--- config.mk ---
export PLATFORM = sky130hd
export DESIGN_NAME = tteframe_ingress_sink
export DESIGN_NICKNAME = d
export VERILOG_FILES = /design/src/rtl/tteframe_ingress_sink.sv
export SDC_FILE = /design/constraint.sdc
export NUM_CORES = 1
export LEC_CHECK = 0
export ABC_AREA = 1
export CAP_MARGIN = 20
export CORE_ASPECT_RATIO = 2
export CORE_UTILIZATION = 52
export DETAILED_ROUTE_END_ITERATION = 6
export HOLD_SLACK_MARGIN = 0.05
export PLACE_DENSITY = 0.8
export SLEW_MARGIN = 20
export SYNTH_ARGS = -nofsm -noshare
export SYNTH_HDL_FRONTEND = slang
export SYNTH_SLANG_ARGS = --single-unit
--- constraint.sdc ---
create_clock -name clk -period 4.4 [get_ports clk]
set_input_delay 1.1 -clock clk [delete_from_list [all_inputs] [get_ports clk]]
set_output_delay 1.1 -clock clk [all_outputs]
set_load 0.02 [all_outputs]
--- src/rtl/tteframe_ingress_sink.sv ---
// Ingress sink: parses the 2-byte switch header, stores frame bodies
// in a circular byte buffer, and pushes descriptors to the egress queues.
// Ports:
//   clk, rstn       clock, async active-low reset
//   sof, dv, data   frame stream in
//   bp              registered backpressure to the source
//   dbuf_we/addr/din  registered byte-buffer write port
//   buf_rd_ptr      oldest unreleased byte, from egress
//   commit_ptr      first byte after the last committed frame
//   desc_wr/din     per-port descriptor push {start_addr, body_len}
//   desc_full       per-port descriptor FIFO full
//   frame_cnt, drop_cnt  saturating statistics
module tteframe_ingress_sink #(
  parameter int ADDR_W   = 12,
  parameter int MAX_FRM  = 1536,
  parameter int MAX_BODY = 2047
) (
  input  logic              clk,
  input  logic              rstn,
  input  logic              sof,
  input  logic              dv,
  input  logic [7:0]        data,
  output logic              bp,
  output logic              dbuf_we,
  output logic [ADDR_W-1:0] dbuf_addr,
  output logic [7:0]        dbuf_din,
  input  logic [ADDR_W-1:0] buf_rd_ptr,
  output logic [ADDR_W-1:0] commit_ptr,
  output logic [3:0]        desc_wr,
  output logic [ADDR_W+10:0] desc_din,
  input  logic [3:0]        desc_full,
  output logic [15:0]       frame_cnt,
  output logic [15:0]       drop_cnt
);

  localparam int LEN_W = 11;
  localparam logic [LEN_W-1:0] BODY_LIM = LEN_W'(MAX_BODY);
  localparam logic [ADDR_W:0] FRM_LIM = (ADDR_W+1)'(MAX_FRM);

  typedef enum logic [2:0] {
    IDLE,
    HDR1,
    BODY,
    DISCARD,
    COMMIT
  } state_t;

  state_t            state, state_n;
  logic [ADDR_W-1:0] wr_ptr, wr_ptr_n;
  logic [ADDR_W-1:0] commit_n;
  logic [ADDR_W-1:0] start_addr, start_n;
  logic [LEN_W-1:0]  body_len, len_n;
  logic [3:0]        portmap, pm_n;
  logic              we_n;
  logic [2:0]        drop_inc;
  logic              frame_inc;
  logic [3:0]        push;
  logic [3:0]        blocked;
  logic [ADDR_W-1:0] nxt_ptr;
  logic [ADDR_W-1:0] free;
  logic              bp_n;

  assign nxt_ptr  = wr_ptr + 1'b1;
  assign free     = buf_rd_ptr - commit_ptr - 1'b1;
  assign bp_n     = ({1'b0, free} < FRM_LIM) | (|desc_full);
  assign blocked  = portmap & desc_full;
  assign desc_din = {start_addr, body_len};

  function automatic logic [15:0] sat16(
    input logic [15:0] c,
    input logic [2:0]  inc
  );
    logic [16:0] s;
    s = {1'b0, c} + {14'd0, inc};
    return s[16] ? 16'hFFFF : s[15:0];
  endfunction

  always_comb begin
    state_n   = state;
    wr_ptr_n  = wr_ptr;
    commit_n  = commit_ptr;
    start_n   = start_addr;
    len_n     = body_len;
    pm_n      = portmap;
    we_n      = 1'b0;
    drop_inc  = 3'd0;
    frame_inc = 1'b0;
    push      = 4'd0;
    unique case (state)
      IDLE: begin
        if (sof && dv) begin
          pm_n    = data[3:0];
          state_n = HDR1;
        end
      end
      HDR1: begin
        if (dv) begin
          start_n = wr_ptr;
          len_n   = '0;
          state_n = BODY;
        end else begin
          drop_inc = 3'd1;
          state_n  = IDLE;
        end
      end
      BODY: begin
        if (!dv) begin
          state_n = COMMIT;
        end else if (sof) begin
          // new frame aborts the current one; byte is its byte0
          wr_ptr_n = commit_ptr;
          drop_inc = 3'd1;
          pm_n     = data[3:0];
          state_n  = HDR1;
        end else if (nxt_ptr == buf_rd_ptr ||
                     body_len == BODY_LIM) begin
          wr_ptr_n = commit_ptr;
          drop_inc = 3'd1;
          state_n  = DISCARD;
        end else begin
          we_n     = 1'b1;
          wr_ptr_n = nxt_ptr;
          len_n    = body_len + 1'b1;
        end
      end
      DISCARD: begin
        if (!dv) state_n = IDLE;
      end
      COMMIT: begin
        push     = portmap & ~desc_full;
        // a frame with no destination counts as one drop
        drop_inc = 3'(blocked[0]) + 3'(blocked[1])
                 + 3'(blocked[2]) + 3'(blocked[3])
                 + 3'(portmap == 4'd0);
        if (push == 4'd0) begin
          wr_ptr_n = commit_ptr;
        end else begin
          commit_n  = wr_ptr;
          frame_inc = 1'b1;
        end
        if (sof && dv) begin
          pm_n    = data[3:0];
          state_n = HDR1;
        end else begin
          state_n = IDLE;
        end
      end
      default: state_n = IDLE;
    endcase
  end

  assign desc_wr = push;

  always_ff @(posedge clk or negedge rstn) begin
    if (!rstn) begin
      state      <= IDLE;
      wr_ptr     <= '0;
      commit_ptr <= '0;
      start_addr <= '0;
      body_len   <= '0;
      portmap    <= '0;
      bp         <= 1'b0;
      dbuf_we    <= 1'b0;
      dbuf_addr  <= '0;
      dbuf_din   <= '0;
      frame_cnt  <= '0;
      drop_cnt   <= '0;
    end else begin
      state      <= state_n;
      wr_ptr     <= wr_ptr_n;
      commit_ptr <= commit_n;
      start_addr <= start_n;
      body_len   <= len_n;
      portmap    <= pm_n;
      bp         <= bp_n;
      dbuf_we    <= we_n;
      if (we_n) begin
        dbuf_addr <= wr_ptr;
        dbuf_din  <= data;
      end
      frame_cnt  <= sat16(frame_cnt, {2'd0, frame_inc});
      drop_cnt   <= sat16(drop_cnt, drop_inc);
    end
  end

endmodule

* Word level (Yosys, flattened, before mapping) *
Cells that the tools add are included.

storage, ports and cells
  bits in registers = 108
  input bits = 28
  output and inout port bits = 93
  logic and storage cells = 93

cells by class
  add/sub/neg operators = 10
  magnitude comparators = 1
  equality and inequality tests = 15
  multiplexer cells = 36
  bitwise operators = 4
  reductions and logical operators = 15

operators with widths
  kind                     count
  $mux W12                 4
  $mux W11                 4
  $mux W16                 2
  $pmux W12 S2             1
  $pmux W11 S2             1
  $add A16 B1 Y17          1
  $add A16 B3 Y17          1
  $mux W4                  4
  $mux W3                  5
  $pmux W3 S5              1
  $ne A2 B2 Y1 const B     7
  $add A12 B1 Y12 const B  1
  $eq A12 B12 Y1           1
  $lt A12 B11 Y1 const B   1
  $sub A12 B1 Y12 const B  1
  $sub A12 B12 Y12         1
  $add A11 B1 Y11 const B  1
  $eq A11 B11 Y1 const B   1
  $mux W1                  11
  $pmux W3 S3              1
  $and A4 B4 Y4            2
  $logic_not A4 Y1         2
  $pmux W4 S2              1
  $add A3 B1 Y3            2
  20 further kinds         24

* Depth between registers and ports, before layout *
Gate-level depths: netlist of the first run.

  word-level depth = 9
  gate-level depth with buffers = 29

* Worst setup path after synthesis of the first run *
Ideal clock, no wire load.

  path type = in2reg
  start = in desc_full[0]
  end = reg drop_cnt[13]
  library setup time = 0.068 ns
  arrival = 4.282 ns
  data required time = 4.332 ns
  slack = 0.050 ns
  stages = 19
  buffers on the path = 1
  cell sequence = nand2_1 -> inv_1 -> fa_1 -> inv_1 -> fa_1 -> o221ai_1 -> ha_1 -> inv_1 -> fa_1 -> nor2_1 -> inv_1 -> a211oi_2 -> inv_1 -> nor3_2 -> nand3_1 -> nor2_1 -> nand2_1 -> buf_2 -> nand3_1

on the way
  longest elaborated chain between the ends = 8

RTL lines
  item                  RTL line  text
  start, declared       31        input logic [3:0] desc_full,
  $and A4 B4 Y4         66        assign blocked = portmap & desc_full;
  $add A1 B1 Y2         132       drop_inc = 3'(blocked[0]) + 3'(blocked[1])
  $add A2 B1 Y3         133       + 3'(blocked[2]) + 3'(blocked[3])
  $add A3 B1 Y3         133
  $add A3 B1 Y3         134       + 3'(portmap == 4'd0);
  $pmux W3 S3           89        unique case (state)
  $add A16 B3 Y17       74        s = {1'b0, c} + {14'd0, inc};
  $mux W16              75        return s[16] ? 16'hFFFF : s[15:0];
  end signal, assigned  182       drop_cnt <= sat16(drop_cnt, drop_inc);
  end, declared         33        output logic [15:0] drop_cnt

Every way passes these cells.
A chain may end at the register's enable or synchronous reset.

* Final worst setup path of the first run *
  start = in desc_full[3]
  end = reg drop_cnt[4]

on the way
  longest elaborated chain between the ends = 6

RTL lines
  item             RTL line
  $and A4 B4 Y4    66
  $add A3 B1 Y3    133
  $add A3 B1 Y3    134
  $pmux W3 S3      89
  $add A16 B3 Y17  74
  $mux W16         75

Every way passes these cells.

==> results of run 1 <==
[power by group through the flow]
| stage | logic (µW) | clock network (µW) | registers (µW) |
|---|---|---|---|
| 2_1_floorplan | 1140 | 0 | 1810 |
| 3_3_place_gp | 2200 | 0 | 1580 |
| 3_5_place_dp | 2250 | 0 | 1590 |
| 4_1_cts | 2290 | 837 | 1570 |
| 5_1_grt | 2550 | 874 | 1620 |
| 6_report | 2310 | 824 | 1580 |
[worst max-delay path, cell delays in order]
cell and delay (ns):
dlygate4sd2_1 0.25, nand2_1 0.07, inv_1 0.04, fa_1 0.51
inv_2 0.05, fa_1 0.54, o221ai_2 0.11, ha_2 0.19
inv_2 0.05, fa_2 0.22, nor2_4 0.05, buf_4 0.12
buf_4 0.12, buf_4 0.12, buf_4 0.12, buf_4 0.12
buf_4 0.12, buf_4 0.12, buf_4 0.13, o21ai_2 0.15
or2_4 0.14, nand3_2 0.06
[metal layers]
layer	GRT usage (%)	wire length, µm	part of all wire (%)
met5	0	0	0
met4	11.4	585	3.7
met3	4.75	581	3.7
met2	51.9	8730	55
met1	28.5	5870	37
[registers in the layout, summed over array words and instances, names as in the netlist]
register,cells
body_len,11
bp,1
commit_ptr,12
dbuf_addr,12
dbuf_din,8
dbuf_we,1
drop_cnt,16
frame_cnt,16
portmap,4
start_addr,12
state,3
wr_ptr,12
[cells in the final DEF (no fill, tap or decap), drive strengths merged, types with 3 or more instances in the layout]
cell / instances
xnor2: 9
nor4: 4
nor3: 15
nand4: 20
clkdlybuf4s50: 116
inv: 120
o21ai: 80
or2: 6
ha: 18
xor2: 16
fa: 3
a211oi: 3
clkbuf: 11
dfrtp: 108
nand2: 185
nor2: 64
nand3b: 7
nand3: 61
buf: 40
a21oi: 36
[layout make-up]
type / instances / area (µm²)
Fill cell: 911 / 3330
Multi-Input combinational cell: 540 / 2890
Sequential cell: 108 / 2700
Timing Repair Buffer: 159 / 1510
Inverter: 119 / 447
Clock buffer: 11 / 243
Tap cell: 142 / 178
Clock inverter: 5 / 60.1
[how the worst max path moves through the flow]
stage	end	slack (ns)	cells after the start
2_1_floorplan	drop_cnt[13]	0.05	19
3_3_place_gp	drop_cnt[2]	-0.53	20
3_5_place_dp	drop_cnt[6]	-0.54	20
4_1_cts	drop_cnt[2]	0.006	20
5_1_grt	drop_cnt[10]	-0.04	20
6_report	drop_cnt[4]	0.14	22
[stage by stage]
| stage | area, µm² | cells | TNS (ns) |
|---|---|---|---|
| 2_1_floorplan | 6080 | 789 | 0 |
| 3_3_place_gp | 7580 | 1058 | -8.01 |
| 3_5_place_dp | 7580 | 1058 | -7.99 |
| 4_1_cts | 7970 | 1083 | 0 |
| 5_1_grt | 8030 | 1084 | -0.196 |
| 6_report | 8030 | 1084 | 0 |
[logic make-up after synthesis]
family,Yosys count,share of synthesized area (%)
compound gates,127,11.0
buf+inv,141,9.23
flops,108,44.4
xor+xnor,25,3.60
fa+ha+maj,21,4.69
simple gates,367,27.0
[what timing repair did]
| item | in CTS | in global routing |
|---|---|---|
| buffers inserted | 8 | 1 |
| hold buffers | 0 | 0 |
| pin swaps | 10 | 11 |
| endpoints found under the setup margin | 16 | 16 |
| gates resized for setup | 12 | 23 |
| cloned | 1 | 0 |
==> results.sh, run 1 <==
export IMPL_fmax_mhz=235
export IMPL_slew_violations=0
export IMPL_synth_cells=789
export IMPL_hpwl_mm=11.6
export IMPL_finalSetupViolCount=0
export IMPL_num_antenna_cells=0
export IMPL_dieArea_um2=12200
export IMPL_ys_top_cells_by_area="dfrtp_1, nand2_1, inv_1"
export IMPL_wl_mm=15.8
export IMPL_p_int_uw=2720
export IMPL_firstDrtPassIters=5
export IMPL_synth_edf_count=0
export IMPL_cts_buffers=9
export IMPL_async_flop_share_pct=100
export IMPL_power_density_nw_per_um2=587
export IMPL_drc=0
export IMPL_grt_pass1_wl_mm=25.8
export IMPL_post_synth_num_cell_types=44
export IMPL_drt_iter0_markers=338
export IMPL_leakagePower_uw=0.00399
export IMPL_num_rows=55
export IMPL_post_place_ws_ns=-0.536
export IMPL_clk_latency_ns=0.35
export IMPL_synth_seq_cells=108
export IMPL_fin_crit_sh_pct=96.9
export IMPL_critPathLaunchType="input port"
export IMPL_numClockSinks=108
export IMPL_cts_max_path_buffers=2
export IMPL_syn_avg_cell_area_um2=7.71
export IMPL_hold_viol_final=0
export IMPL_min_path_type="reg -> reg"
export IMPL_ff2ff_setup_slack_ns=0.43
export IMPL_path_max_fanout=2
export IMPL_clock_skew_ns=0.0100
export IMPL_p_comb_share_pct=49.0
export IMPL_die_w_um=78.5
export IMPL_critPathKind="in -> reg"
export IMPL_cts_tree="yes"
export IMPL_seq_area_frac_synth_pct=44.4
export IMPL_grt_max_degree=59
export IMPL_grt_overflow=0
export IMPL_path_clk_slew_ns=0.07
export IMPL_antenna_found_initial=0
export IMPL_place_congestion=0.896
export IMPL_worst_pin_slew_ns=0.748
export IMPL_ios=121
export IMPL_cp_arrival_ns=4.50
export IMPL_cts_htree_levels=3
export IMPL_synth_nets=838
export IMPL_final_nets=986
export IMPL_syn2layout_area_growth_pct=32.0
export IMPL_ys_flop_type="dfrtp_1"
export IMPL_critPathLaunch="desc_full[3]"
export IMPL_synth_largest_area_cell="dfrtp_1"
export IMPL_track_usage_pct=27.2
export IMPL_status="finished clean"
export IMPL_grt_pass1_vias=5666
export IMPL_cts_root_buffer="clkbuf_16"
export IMPL_min_path_cells=2
export IMPL_pwr_share_clk_pct=17.5
export IMPL_switching_power_uw=1990
export IMPL_wl_per_cell_um=14.5
export IMPL_port_buffers=120
export IMPL_fin_util_pct=70.7
export IMPL_swShare_pct=42.3
export IMPL_yosysMostFrequentCell="nand2_1"
export IMPL_holdWs_ns=0.480
export IMPL_yosysWarningCount=0
export IMPL_worstReg2RegEnd="drop_cnt[4]"
export IMPL_end_kind="flop"
export IMPL_core_area_um2=11400
export IMPL_r2r_cells=28
export IMPL_syn_area_um2=6080
export IMPL_ys_top_cells_by_count="nand2_1, inv_1, dfrtp_1, nor2_1, o21ai_0"
export IMPL_vias=5830
export IMPL_ir_drop_uv=340
export IMPL_timing_rr_start="wr_ptr[0]"
export IMPL_drive_above_1_share_pct=9.98
export IMPL_relSlewSlack_pct=50.1
export IMPL_hold_end="dbuf_din[6]"
export IMPL_seqPwrFrac_pct=33.5
export IMPL_min_period_ns=4.26
export IMPL_max_cap_violations=0
export IMPL_synth_top_area_share_pct=44.4
export IMPL_start_util_pct=53.6
export IMPL_finalPower_uw=4710
export IMPL_hp_start="dbuf_din[6]"
export IMPL_drt_antenna_violating_nets=0
export IMPL_fp_dieH_um=155
export IMPL_setup_slack_ns=0.138
export IMPL_drt_vias_per_instance=5.38
export IMPL_worst_ep_required_time_ns=4.64
(Power assumes the default switching activity.)
==> run 2: changes to the inputs <==
- GPL_ROUTABILITY_DRIVEN: default -> 0
==> results of run 2 <==
Final layout, timing and power as in run 1 (identical DEF).
==> run 3: changes to the inputs <==
- CORE_UTILIZATION: 52 -> 54
- CTS_BUF_LIST: default -> sky130_fd_sc_hd__clkbuf_4
- PLACE_DENSITY: 0.8 -> 0.83
==> results.sh, run 3 (synthesized netlist as in run 1, its figures left out) <==
export IMPL_status="finished clean"
export IMPL_critPathKind="in -> reg"
export IMPL_cp_arrival_ns=4.45
export IMPL_drive_above_1_share_pct=8.64
export IMPL_grt_pass1_wl_mm=26.1
export IMPL_switching_power_uw=1930
export IMPL_die_w_um=77.1
export IMPL_max_cap_violations=0
export IMPL_firstDrtPassIters=5
export IMPL_layout_common_cells="nand2_1, inv_1, clkdlybuf4s50_1"
export IMPL_grt_pass1_vias=5796
export IMPL_syn2layout_area_growth_pct=28.5
export IMPL_num_rows=54
export IMPL_p_int_uw=2480
export IMPL_fp_dieH_um=152
export IMPL_min_path_cells=2
export IMPL_path_clk_slew_ns=0.14
export IMPL_swShare_pct=43.7
export IMPL_postCtsHoldBufs=0
export IMPL_grt_overflow=0
export IMPL_min_period_ns=4.10
export IMPL_cpMaxStageDelayCell="fa_1"
export IMPL_drt_iter0_markers=388
export IMPL_critPathLaunch="desc_full[0]"
export IMPL_final_cells=1078
export IMPL_critPathLaunchType="input port"
export IMPL_ir_drop_uv=348
export IMPL_ios=121
export IMPL_grt_setup_unrepaired="false"
export IMPL_cts_max_path_buffers=2
export IMPL_core_area_um2=10900
export IMPL_clk_latency_ns=0.47
export IMPL_min_path_type="reg -> reg"
export IMPL_mostFrequentLayoutCell="nand2_1"
export IMPL_cts_tree="yes"
export IMPL_drc=0
export IMPL_dp_cells=1058
export IMPL_crit_path_frequent_cell="inv_1"
export IMPL_drt_antenna_violating_nets=0
export IMPL_hp_start="dbuf_din[4]"
export IMPL_cp_top_family="adder cells"
export IMPL_track_usage_pct=28.0
export IMPL_path_depth=20
export IMPL_hpwl_mm=11.7
export IMPL_fin_crit_sh_pct=93.3
export IMPL_antenna_found_initial=1
export IMPL_end_kind="flop"
export IMPL_vias=5842
export IMPL_pwr_share_clk_pct=12.6
export IMPL_final_nets=982
export IMPL_slew_violations=0
export IMPL_worst_pin_slew_ns=0.659
export IMPL_worst_path_buf_inv=8
export IMPL_path_max_fanout=2
export IMPL_leakagePower_uw=0.00391
export IMPL_cts_buffers=9
export IMPL_cts_htree_levels=3
export IMPL_slowest_delay_ns=0.54
export IMPL_timing_rr_start="wr_ptr[0]"
export IMPL_wl_mm=15.5
export IMPL_wl_per_cell_um=14.4
export IMPL_port_buffers=120
export IMPL_worst_ep_required_time_ns=4.75
export IMPL_grt_max_degree=52
export IMPL_path_cells="dlymetal6s2s_1, nand2_1, inv_1, fa_1, inv_1, fa_1, o221ai_2, ha_2, inv_2, fa_2, nor2_4, inv_1, a211oi_2, inv_1, nor3_4, buf_4, buf_4, nand2_1, o21ai_1, nand3b_1"
export IMPL_seqPwrFrac_pct=35.6
export IMPL_relSlewSlack_pct=56.1
export IMPL_start_util_pct=55.6
export IMPL_fmax_mhz=244
export IMPL_cts_root_buffer="clkbuf_4"
export IMPL_finalPower_uw=4410
export IMPL_dieArea_um2=11700
export IMPL_finalSetupViolCount=0
export IMPL_p_comb_share_pct=51.8
export IMPL_power_density_nw_per_um2=564
export IMPL_numClockSinks=108
export IMPL_r2r_cells=26
export IMPL_reg_top3="drop_cnt (16), frame_cnt (16)"
export IMPL_hold_viol_final=0
export IMPL_clock_skew_ns=0.0198
export IMPL_drt_vias_per_instance=5.42
[run 3: changes by cell type in the layout (fill, tap and decap cells not counted), sizes merged, moves of 2 or more]
cell           delta
buf               -4
dlymetal6s2s      +3
clkdlybuf4s15     -2
clkinv            -2
[run 3: repair_timing]
item,in CTS,in global routing
gates resized for setup,5,11
pin swaps,8,10
setup buffers,4,0
setup endpoints to repair,15,16
[run 3: area by class of cell]
type                            count  area, µm²
Clock buffer                       11       82.6
Fill cell                         912       3130
Clock inverter                      4       75.1
Antenna cell                        1       2.50
Multi-Input combinational cell    540       2860
Timing Repair Buffer              155       1470
Inverter                          119        447
Tap cell                          140        175
Sequential cell                   108       2700
[run 3: metrics by stage]
step / hold slack [ns] / instance area (µm²) / setup WS, ns / util (%) / TNS (ns)
detailed placement: 0.473 / 7580 / -0.566 / 69.2 / -8.47
CTS: 0.505 / 7780 / 0.0167 / 71.1 / 0
floorplan: 0.487 / 6080 / 0.0497 / - / 0
global placement: 0.460 / 7580 / -0.454 / 69.2 / -6.91
finish: 0.500 / 7820 / 0.296 / 71.4 / 0
global route: 0.518 / 7820 / 0.0650 / 71.4 / 0
[run 3: path summary, 6_finish.rpt]
path	to	slack [ns]
setup / recovery	drop_cnt[10]	0.30
hold / removal	dbuf_din[4]	0.50
setup reg to reg	drop_cnt[10]	0.41
hold reg to reg	dbuf_din[4]	0.50
max in group asynchronous	body_len[5]	2.88
min in group asynchronous	frame_cnt[9]	0.63
[run 3: worst min-delay path: stages (launching register included)]
cell,delay (ns)
dfrtp_1,0.37
nand2_1,0.05
nand2_1,0.06
[run 3: power by group through the flow]
stage          clock, µW  sequential, µW  combinational [µW]
2_1_floorplan          0            1810                1140
3_3_place_gp           0            1580                2210
3_5_place_dp           0            1580                2260
4_1_cts              570            1560                2280
5_1_grt              603            1610                2530
6_report             557            1570                2280
[run 3: layer usage]
metal  vias up  share of wire, %  GRT usage, %
li1       2832                 -             -
met1      2765                37          29.1
met2       187                54          51.7
met3        58               4.6          5.17
met4         0               4.8          15.3
met5         -                 0             0
==> edit 1 (settings of run 2) <==
Change the parameter `MAX_BODY` from 2047 to 1024.
--- a/src/rtl/tteframe_ingress_sink.sv
+++ b/src/rtl/tteframe_ingress_sink.sv
@@ -14,5 +14,5 @@
   parameter int ADDR_W   = 12,
   parameter int MAX_FRM  = 1536,
-  parameter int MAX_BODY = 2047
+  parameter int MAX_BODY = 1024
 ) (
   input  logic              clk,
Check against the original RTL: same outputs for any inputs over 4 cycles, from zero or initial values and one cycle with rstn low; that may be too few to reach the edited logic, so the function may still have changed.
==> edit 1 against run 2 <==
Sequential cell count unchanged. First-iteration DRC count up 14%. Critical path depth down 4. Final area up 1.6%. Die area up 3.8%. Total power down 1.9%. Routed wire length up 8.0%. Via count up 6.9%. Clock power up 6.6%. Synthesized area up 3.9%. Setup slack better by 0.28 ns. Critical path type unchanged.
==> edit 1: results (changes against run 2) <==
INITIALDRTVIOLATIONCOUNT=387  # was 338
SYNTHDISTINCTLIBCELLS=40  # was 44
CRITICAL_PATH.MAX_STAGE_DELAY_NS=0.56  # was 0.54 ns
SETUP.WORST_PATH.START='desc_full[0]'  # was desc_full[3]
TIGHTESTPINTRANSITION_NS=0.853  # was 0.748 ns
GRT_USAGE_PCT=28.7  # was 27.2%
SYNTH.TOP_CELLS.BY_COUNT='sky130_fd_sc_hd__nand2_1 (243), sky130_fd_sc_hd__dfrtp_1 (108), sky130_fd_sc_hd__inv_1 (108)'  # was sky130_fd_sc_hd__nand2_1 (181), sky130_fd_sc_hd__inv_1 (117), sky130_fd_sc_hd__dfrtp_1 (108)
SKEW_NS=0.0121  # was 0.0100 ns
POSTCTSSETUPBUFFERS=0  # was 8
FINAL_CELL_COUNT_NO_FILL=1130  # was 1084
R2R.WORST_PATH.CELLS=24  # was 28
PEAK_SUPPLY_DROP_mV=0.326  # was 0.340 mV
SYNTH_TOP_CELL_AREA_SHARE_PCT=42.8  # was 44.4%
WORSTPATHARRIVAL_NS=4.26  # was 4.50 ns
VIA_COUNT=6232  # was 5830
LAYOUT_MIN_CYCLE_TIME_NS=3.98  # was 4.26 ns
POST-PLACE-WS_NS=-0.513  # was -0.536 ns
YS_TOP_CELLS_BY_AREA='sky130_fd_sc_hd__dfrtp_1 (43%), sky130_fd_sc_hd__nand2_1 (14%), sky130_fd_sc_hd__inv_1 (6.4%)'  # was sky130_fd_sc_hd__dfrtp_1 (44%), sky130_fd_sc_hd__nand2_1 (11%), sky130_fd_sc_hd__inv_1 (7.2%)
POWER.STATIC_LEAKAGE_nW=4.02  # was 3.99 nW
CRITICAL_PATH_PEAK_FANOUT=4  # was 2
TIMING.REG2REG.SETUP_SLACK_NS=0.64  # was 0.43 ns
DETAILEDPLACEMENTHPWL_MM=12.7  # was 11.6 mm
GLOBAL_ROUTE_WIRE_LENGTH_BEFORE_REPAIR_MM=28.0  # was 25.8 mm
RUN_STATUS='finished clean'  # unchanged
NUMBER_OF_NETS_IN_THE_FINISHED_DESIGN=1030  # was 986
WORST_R2R_ENDPOINT='drop_cnt[14]'  # was drop_cnt[4]
SYNTH_CELLS=849  # was 789
GRT_PASS1_VIAS=6060  # was 5666
WIRE_PER_INST_UM=15.1  # was 14.5 um
TOTAL_POWER_mW=4.62  # was 4.71 mW
SEQ_AREA_FRAC_SYNTH_PCT=42.8  # was 44.4%
PATH_CLASS='in2reg'  # unchanged
-- edit 1: how the worst min path moves through the flow --
stage                 startpoint            to  slack (ns)  cells after the start
floorplan             portmap[3]    portmap[3]        0.49                      2
global placement     dbuf_din[6]   dbuf_din[6]        0.46                      2
detailed placement   dbuf_din[6]   dbuf_din[6]        0.47                      2
CTS                  dbuf_din[6]   dbuf_din[6]        0.49                      2
global route        dbuf_addr[1]  dbuf_addr[1]        0.51                      2
finish               dbuf_din[6]   dbuf_din[6]        0.48                      2
-- edit 1: final cells by class --
class | count | area, um2
Clock buffer | 9 | 225
Tap cell | 145 | 181
Timing Repair Buffer | 144 | 1400
Fill cell | 981 | 3620
Sequential cell | 108 | 2700
Inverter | 111 | 417
Multi-Input combinational cell | 606 | 3120
Clock inverter | 7 | 103
-- edit 1: per-layer routing --
layer,part of all wire (%),routed length (um),global-route usage [%]
met1,37,6230,31.4
met2,54,9230,52.2
met3,4.7,806,4.21
met4,4.5,767,15.5
met5,0,0,0
-- edit 1: timing repair --
action / in CTS / in global routing
pin swaps: 0 / 10
gates cloned: 0 / 0
resized for setup: 2 / 14
endpoints found under the setup margin: 16 / 16
-- edit 1: power breakdown --
group	switching, mW	leakage [nW]	internal, mW
clock	0.416	0.159	0.462
sequential	0.269	1.38	1.29
combinational	1.32	2.48	0.863
total	2.01	4.02	2.61
-- edit 1: worst reg2reg max path: cells and delay by family (launching register included) --
family,cells,cell delay (ns)
buf+inv,2,0.21
fa+ha+maj,3,0.89
flops,1,0.46
simple gates,16,1.85
compound gates,3,0.28
-- edit 1: kinds of logic after synthesis --
kind of cell	count (synthesis)	share of synthesized area, %
compound gates	108	9.03
simple gates	454	31.8
flops	108	42.8
fa+ha+maj	22	4.71
buf+inv	135	8.55
xor+xnor	22	3.17
==> edit 2 (settings of run 2) <==
Without the edit above. `start_addr` no longer has a reset.
--- a/src/rtl/tteframe_ingress_sink.sv
+++ b/src/rtl/tteframe_ingress_sink.sv
@@ -157,5 +157,4 @@
       wr_ptr     <= '0;
       commit_ptr <= '0;
-      start_addr <= '0;
       body_len   <= '0;
       portmap    <= '0;
@@ -170,5 +169,4 @@
       wr_ptr     <= wr_ptr_n;
       commit_ptr <= commit_n;
-      start_addr <= start_n;
       body_len   <= len_n;
       portmap    <= pm_n;
@@ -184,4 +182,8 @@
   end
 
+  always_ff @(posedge clk) begin
+    start_addr <= start_n;
+  end
+
 endmodule
 
Check against the original RTL: not equivalent (a bounded check fails within 10 cycles, from zero or initial values and one cycle with rstn low; the reset may be asserted at any time).
==> edit 2 against run 2 <==
Setup slack gained 0.056 ns. Combinational power shrank 14%. Largest cell class unchanged. Critical endpoint unchanged. Total power shrank 6.1%. Highest routed layer unchanged. Hold slack gained 0.0070 ns. Routed wire length grew 5.8%. Sequential cell count is the same. Critical path depth shrank 2. Critical path type unchanged. Synthesized area shrank 0.60%. Clock skew grew 0.0055 ns. Synthesized cell count shrank 0.13%. Die area shrank 0.59%. Final area grew 0.62%. Clock power grew 3.4%.
==> edit 2: results (changes against run 2) <==
PLACEMENT.CELL_AREA_MM2=0.00760  # was 0.00758 mm2
M1WIRELENGTH_MM=5.97  # was 5.87 mm
INTPOWER_mW=2.62  # was 2.72 mW
SKEW_NS=0.0155  # was 0.0100 ns
DRT-VIAS-PER-INSTANCE=5.35  # was 5.38
YS_TOP_CELLS_BY_AREA='sky130_fd_sc_hd__dfrtp_1 (40%), sky130_fd_sc_hd__nand2_1 (14%), sky130_fd_sc_hd__inv_1 (6.2%)'  # was sky130_fd_sc_hd__dfrtp_1 (44%), sky130_fd_sc_hd__nand2_1 (11%), sky130_fd_sc_hd__inv_1 (7.2%)
SEQUENTIALPOWERSHARE_PCT=35.7  # was 33.5%
LARGEST_NET_DEGREE_AT_THE_START_OF_GLOBAL_ROUTING=61  # was 59
CRITICAL_PATH.ENDPOINT_TYPE='flop'  # unchanged
DRIVE_GT1_SHARE_PCT=9.58  # was 9.98%
POST_SYNTH_INSTANCE_AREA_MM2=0.00605  # was 0.00608 mm2
WORST_R2R_STARTPOINT='body_len[0]'  # was wr_ptr[0]
POSTCTSSETUPBUFFERS=9  # was 8
NUMBER_OF_NETS_IN_THE_FINISHED_DESIGN=994  # was 986
CTS-RESIZED-GATES=6  # was 12
SYNTH.TOP_CELLS.BY_COUNT='sky130_fd_sc_hd__nand2_1 (233), sky130_fd_sc_hd__inv_1 (100), sky130_fd_sc_hd__dfrtp_1 (96)'  # was sky130_fd_sc_hd__nand2_1 (181), sky130_fd_sc_hd__inv_1 (117), sky130_fd_sc_hd__dfrtp_1 (108)
POWER.STATIC_LEAKAGE_nW=3.95  # was 3.99 nW
DETAILEDPLACEMENTHPWL_MM=12.0  # was 11.6 mm
SYNTH_NETS=837  # was 838
R2R.WORST_PATH.CELLS=20  # was 28
SLEW-LIMIT-HEADROOM_PCT=47.4  # was 50.1%
GLOBAL_ROUTE.USAGE.MET1_PCT=29.3  # was 28.5%
FINALCRITPERIODSHARE_PCT=95.6  # was 96.9%
SYNTHDISTINCTLIBCELLS=38  # was 44
WL_MET3_UM=655  # was 581 um
SYNTH_ENABLE_FLOP_CELLS=12  # was 0
SEQ_AREA_FRAC_SYNTH_PCT=45.7  # was 44.4%
USE_MET2_PCT=57.4  # was 51.9%
PEAK_SUPPLY_DROP_mV=0.330  # was 0.340 mV
RUN_STATUS='finished clean'  # unchanged
PWR-SHARE-CLK_PCT=19.3  # was 17.5%
GRT_USAGE_PCT=29.2  # was 27.2%
GR-USAGE-MET3_PCT=4.25  # was 4.75%
WORST_HOLD_STARTPOINT='dbuf_din[6]'  # unchanged
TOTAL_POWER_mW=4.42  # was 4.71 mW
POST-PLACE-WS_NS=-0.491  # was -0.536 ns
INITIALDRTVIOLATIONCOUNT=444  # was 338
GLOBAL_ROUTE_WIRE_LENGTH_BEFORE_REPAIR_MM=27.4  # was 25.8 mm
## edit 2: cell type report
class | instances | area (um2)
clock inverter | 5 | 67.6
fill | 933 | 3210
timing repair buffer | 168 | 1570
inverter | 101 | 379
sequential | 108 | 2760
multi-input combinational | 557 | 2870
tap | 142 | 178
clock buffer | 11 | 253
## edit 2: per-stage QoR
| stage | std cells | hold WS (ns) |
|---|---|---|
| after floorplan | 788 | 0.469 |
| after global placement | 1065 | 0.461 |
| after detailed placement | 1065 | 0.465 |
| after CTS | 1090 | 0.491 |
| after global routing | 1092 | 0.514 |
| final | 1092 | 0.487 |
## edit 2: kinds of logic after synthesis
kind of cell | synth area share (%)
buf+inv | 7.98
simple gates | 29.8
fa+ha+maj | 4.72
flops | 45.7
compound gates | 8.03
xor+xnor | 3.76
## edit 2: worst reg2reg max path: stages (launching register included)
cell and delay, ns:
sky130_fd_sc_hd__dfrtp_1 0.47, sky130_fd_sc_hd__ha_1 0.28, sky130_fd_sc_hd__nand3_1 0.14, sky130_fd_sc_hd__nor4_1 0.51, sky130_fd_sc_hd__nand4_1 0.33, sky130_fd_sc_hd__nand3_2 0.19, sky130_fd_sc_hd__inv_2 0.07, sky130_fd_sc_hd__o221ai_2 0.13
sky130_fd_sc_hd__ha_2 0.20, sky130_fd_sc_hd__inv_1 0.06, sky130_fd_sc_hd__fa_2 0.42, sky130_fd_sc_hd__nor2_4 0.13, sky130_fd_sc_hd__buf_4 0.11, sky130_fd_sc_hd__buf_4 0.09, sky130_fd_sc_hd__buf_4 0.10, sky130_fd_sc_hd__buf_4 0.11
sky130_fd_sc_hd__buf_4 0.10, sky130_fd_sc_hd__buf_4 0.09, sky130_fd_sc_hd__o21ai_0 0.08, sky130_fd_sc_hd__or2_2 0.28, sky130_fd_sc_hd__nand3_1 0.08
